==> src/rtl/product_accumulator.sv <==
// product_accumulator
// Accumulates a block of COUNT consecutive 16-bit unsigned products from the
// upstream multiplier into an ACCW-bit sum. The finished sum is presented with
// a sticky wrap-around flag on a valid/ready output handshake. Input and output
// phases never overlap: the block takes products in ACCUM and shows its result
// in DONE.

module product_accumulator #(
    parameter int COUNT = 4,   // products per block, 2..256
    parameter int ACCW  = 32   // accumulator / result width, 16..64
) (
    input  logic            clk,
    input  logic            reset,      // asynchronous, active-low
    input  logic            clear,      // synchronous abort of block and result
    input  logic [15:0]     prod,
    input  logic            in_valid,
    output logic            in_ready,
    output logic [ACCW-1:0] out_sum,
    output logic            out_ovf,
    output logic            out_valid,
    input  logic            out_ready
);

    // COUNT=256 still fits: cnt only has to reach COUNT-1.
    localparam int              CNTW = (COUNT > 1) ? $clog2(COUNT) : 1;
    localparam logic [CNTW-1:0] LAST = CNTW'(COUNT - 1);

    typedef enum logic {
        ACCUM = 1'b0,
        DONE  = 1'b1
    } state_t;

    state_t          state;
    logic [ACCW-1:0] acc;
    logic [CNTW-1:0] cnt;
    logic            ovf;

    logic [ACCW:0]   sum_ext;   // MSB is the carry out of bit ACCW-1
    logic            accept;

    // Next partial sum with carry, and the input handshake qualifier.
    always_comb begin
        // NOTE: every combinational output gets a default first so no path
        // through the block leaves it unassigned and a latch is never inferred.
        sum_ext = {1'b0, acc} + (ACCW + 1)'(prod);
        accept  = in_valid && (state == ACCUM);
    end

    // Handshake outputs are decoded from the state register only.
    assign in_ready  = (state == ACCUM);
    assign out_valid = (state == DONE);

    // Block controller: accumulate, hand off the result, wait for downstream.
    // NOTE: all state here is updated with non-blocking assignments, so every
    // right-hand side reads the value from before this clock edge.
    always_ff @(posedge clk or negedge reset) begin
        if (!reset) begin
            state   <= ACCUM;
            acc     <= '0;
            cnt     <= '0;
            ovf     <= 1'b0;
            out_sum <= '0;
            out_ovf <= 1'b0;
        end else if (clear) begin
            // Abort wins over any accept or output handshake in the same cycle.
            state   <= ACCUM;
            acc     <= '0;
            cnt     <= '0;
            ovf     <= 1'b0;
            out_sum <= '0;
            out_ovf <= 1'b0;
        end else begin
            case (state)
                ACCUM: begin
                    if (accept) begin
                        if (cnt == LAST) begin
                            // Last product of the block: publish and restart.
                            out_sum <= sum_ext[ACCW-1:0];
                            out_ovf <= ovf | sum_ext[ACCW];
                            acc     <= '0;
                            cnt     <= '0;
                            ovf     <= 1'b0;
                            state   <= DONE;
                        end else begin
                            acc     <= sum_ext[ACCW-1:0];
                            cnt     <= cnt + 1'b1;
                            ovf     <= ovf | sum_ext[ACCW];
                        end
                    end
                end
                DONE: begin
                    // Result holds until downstream takes it; inputs are ignored.
                    if (out_ready) begin
                        state <= ACCUM;
                    end
                end
                default: begin
                    state <= ACCUM;
                end
            endcase
        end
    end

endmodule

==> config.mk <==
export PLATFORM = sky130hd
export DESIGN_NAME = product_accumulator
export DESIGN_NICKNAME = d
export VERILOG_FILES = /design/src/rtl/product_accumulator.sv
export SDC_FILE = /design/constraint.sdc
export NUM_CORES = 1
export LEC_CHECK = 0
export CELL_PAD_IN_SITES_DETAIL_PLACEMENT = 0
export CELL_PAD_IN_SITES_GLOBAL_PLACEMENT = 2
export CORE_MARGIN = 4
export CORE_UTILIZATION = 37
export CTS_CLUSTER_DIAMETER = 100
export CTS_CLUSTER_SIZE = 20
export DETAILED_ROUTE_END_ITERATION = 10
export HOLD_SLACK_MARGIN = 0.1
export PLACE_DENSITY = 0.93
export SYNTH_ARGS = -nofsm -noshare
export SYNTH_HDL_FRONTEND = slang
export SYNTH_SLANG_ARGS = --single-unit
==> constraint.sdc <==
create_clock -name clk -period 4.45 [get_ports clk]
set_input_delay 0.89 -clock clk [delete_from_list [all_inputs] [get_ports clk]]
set_output_delay 0.89 -clock clk [all_outputs]
set_load 0.05 [all_outputs]
==> results.json <==
{
  "cts.clk_slew.worst_paths_ns": 0.08,
  "ir_drop_v": 0.000151,
  "path_cells": "clkdlybuf4s50_1 > ha_1 > inv_1 > fa_1 > and2b_4 > o2111ai_4 > a2111oi_4 > o41a_4 > nand4_4 > or3_1 > o21ai_1",
  "grt_max_degree": 46,
  "routed_wl_mm": 9.99,
  "layout_common_cells": "dfrtp_1, clkdlybuf4s50_1, nand2_1",
  "first_pass_iters": 4,
  "layout-drive-gt1-share": 0.0884,
  "cts_resized": 0,
  "yosys.area_share.simple": 0.140,
  "rows": 37,
  "cts_buffer_depth": 2,
  "hold_viol_final": 0,
  "required_ns": 4.72,
  "startpoint_type": "input pin",
  "final_util": 0.465,
  "post-dp-hpwl_mm": 7.23,
  "yosysUniqueCellTypes": 54,
  "crit_fanout": 6,
  "clk_latency_ns": 0.34,
  "synthesis.area_um2": 3950,
  "grt_pass1_wl_mm": 16.7,
  "p_leak_uw": 0.00204,
  "gp_congestion": 0.823,
  "first_global_vias": 3340,
  "layout_commonest_cell": "dfrtp_1",
  "overflow": 0,
  "wl_per_cell_um": 16.6,
  "area_delta_synth_final_pct": 22.1,
  "nets": 498,
  "worst_slew_margin_rel": 0.322,
  "skew_ns": 0.0117,
  "core-area_um2": 10400,
  "via_count": 3229,
  "die-area_um2": 12400,
  "antenna_found_initial": 0,
  "diodes": 0,
  "instances_no_fill": 600,
  "dp.cells": 584,
  "synth_compound_area_frac": 0.262,
  "synth_flop_cell": "dfrtp_1",
  "synth_xor_area_frac": 0.0621,
  "cts.hold.buffers_added": 0,
  "postCtsSetupRepairBufs": 0,
  "synth_mux_area_frac": 0.00253,
  "dieHeight_um": 111,
  "synth_top_family_by_area": "compound AO/OA/AOI/OAI gates",
  "drc": 0,
  "cpMaxStageDelayCell": "clkdlybuf4s50_1",
  "vias_per_cell": 5.38,
  "setup_viol": 0,
  "start_util": 0.381,
  "port_buffers": 55,
  "drv_cap": 0,
  "htree_levels": 3,
  "ant_nets": 0,
  "rsz0062_at_grt": "no",
  "end_kind": "flip-flop",
  "finalMaxSlewViolations": 0,
  "track_usage": 0.164,
  "max_freq_ghz": 0.296,
  "timing.setup.tns_ns": 0,
  "yosys_warnings": 0,
  "ys_ff_latch": 69,
  "netlist_instances": 411,
  "cpLargestDelayFamily": "compound AO/OA/AOI/OAI gates",
  "hp-class": "flip-flop to flip-flop",
  "cp_num_buf_inv": 2,
  "worst_pin_slew_ns": 1.02,
  "fin_crit_sh": 0.759,
  "cp_slowest_stage_delay_ns": 0.46,
  "arrival_ns": 3.64,
  "synthAdderAreaFrac": 0.0589,
  "boundaryPins": 56,
  "numCtsBuffers": 9,
  "synth_nets": 450,
  "criticalPathCategory": "input pin to flip-flop",
  "cts_tree": "done",
  "status": "complete, no violations",
  "cts_sinks": 69,
  "syn_area_per_cell_um2": 9.61,
  "async_flop_share": 1.00,
  "fp.dieW_um": 111,
  "fin_crit_ns": 3.38,
  "cts_root_buf": "clkbuf_8",
  "ys_seq_area_frac": 0.437,
  "synth_edf_count": 0,
  "drtIter0Drc": 156,
  "fill_cells": 1003,
  "power_density_nw_per_um2": 325
}
[worst paths after layout]
path	slack, ns	endpoint	from	cells after the start
worst min-delay path	0.49	out_sum[31]	out_sum[31]	2
worst max-delay path	1.07	acc[30]	prod[0]	11
max in group asynchronous	2.82	out_sum[19]	reset	2
min in group asynchronous	0.72	acc[13]	reset	1
worst min register to register	0.49	out_sum[31]	out_sum[31]	2
worst max register to register	1.73	acc[30]	acc[0]	10
[layout make-up]
class	count	area [um^2]	area share
clock buffer	12	145	0.0301
clock inverter	4	47.5	0.00986
inverter	14	52.6	0.0109
multi-input combinational	304	2090	0.433
sequential	69	1730	0.358
tap	136	170	0.0353
timing repair buffer	61	591	0.122
[routing by layer]
metal | up-vias | GRT usage | routed length [um]
met5 | - | 0 | 0
met4 | 0 | 0.0470 | 119
met3 | 9 | 0.0322 | 348
met2 | 60 | 0.261 | 4720
met1 | 1579 | 0.229 | 4800
li1 | 1581 | - | -
[through the flow]
stage                     instance area, um^2  worst slack (ns)  hold slack, ns  power (uW)
after floorplan                          3950              1.38           0.450         962
after global routing                     4820             0.940           0.523        1660
final                                    4820              1.07           0.489        1570
after global placement                   4630             0.768           0.465        1070
after detailed placement                 4630             0.707           0.480        1070
after CTS                                4820              1.07           0.498        1580
[kinds of logic after synthesis]
| group | Yosys count |
|---|---|
| xor gates and xnor gates | 28 |
| and+or+nand+nor | 115 |
| DFF | 69 |
| AOI/OAI and AO/OA | 142 |
| buffers and inverters | 38 |
| adders and majority gates | 18 |
| muxes | 1 |
[synthesized netlist by cell type (4+ instances only)]
master    count  area, um^2
nor2_1       18        67.6
o31ai_1       5        37.5
dfrtp_1      69        1730
inv_1        14        52.6
or3_1         9        56.3
xor2_1        9        78.8
clkbuf_1     18        67.6
xnor2_1      19         166
o21ai_0      34         170
a21oi_1      24         120
nand4_1       8        50.1
and3_1        4        25.0
nand2_1      52         195
a22o_1       30         263
nand3_1       9        45.0
a21o_1        6        45.0
ha_1         17         213
o21ai_1      11        55.1
a31oi_1       5        31.3
[registers in the layout, indices dropped and copies added, names as in the netlist]
signal     flops
cnt            2
acc           32
out_valid      1
ovf            1
out_sum       32
out_ovf        1
[report_power, final]
part           total (uW)  switching [uW]  internal (uW)
Sequential            672            17.8            654
Combinational         388             240            148
Clock                 508             235            273
[worst min-delay path, delay by kind of cell, from the launching register on]
family | cells | cell delay (ns)
compound gates | 1 | 0.06
flops | 1 | 0.35
simple gates | 1 | 0.04
Note: power is estimated with default switching activity, not from simulation.
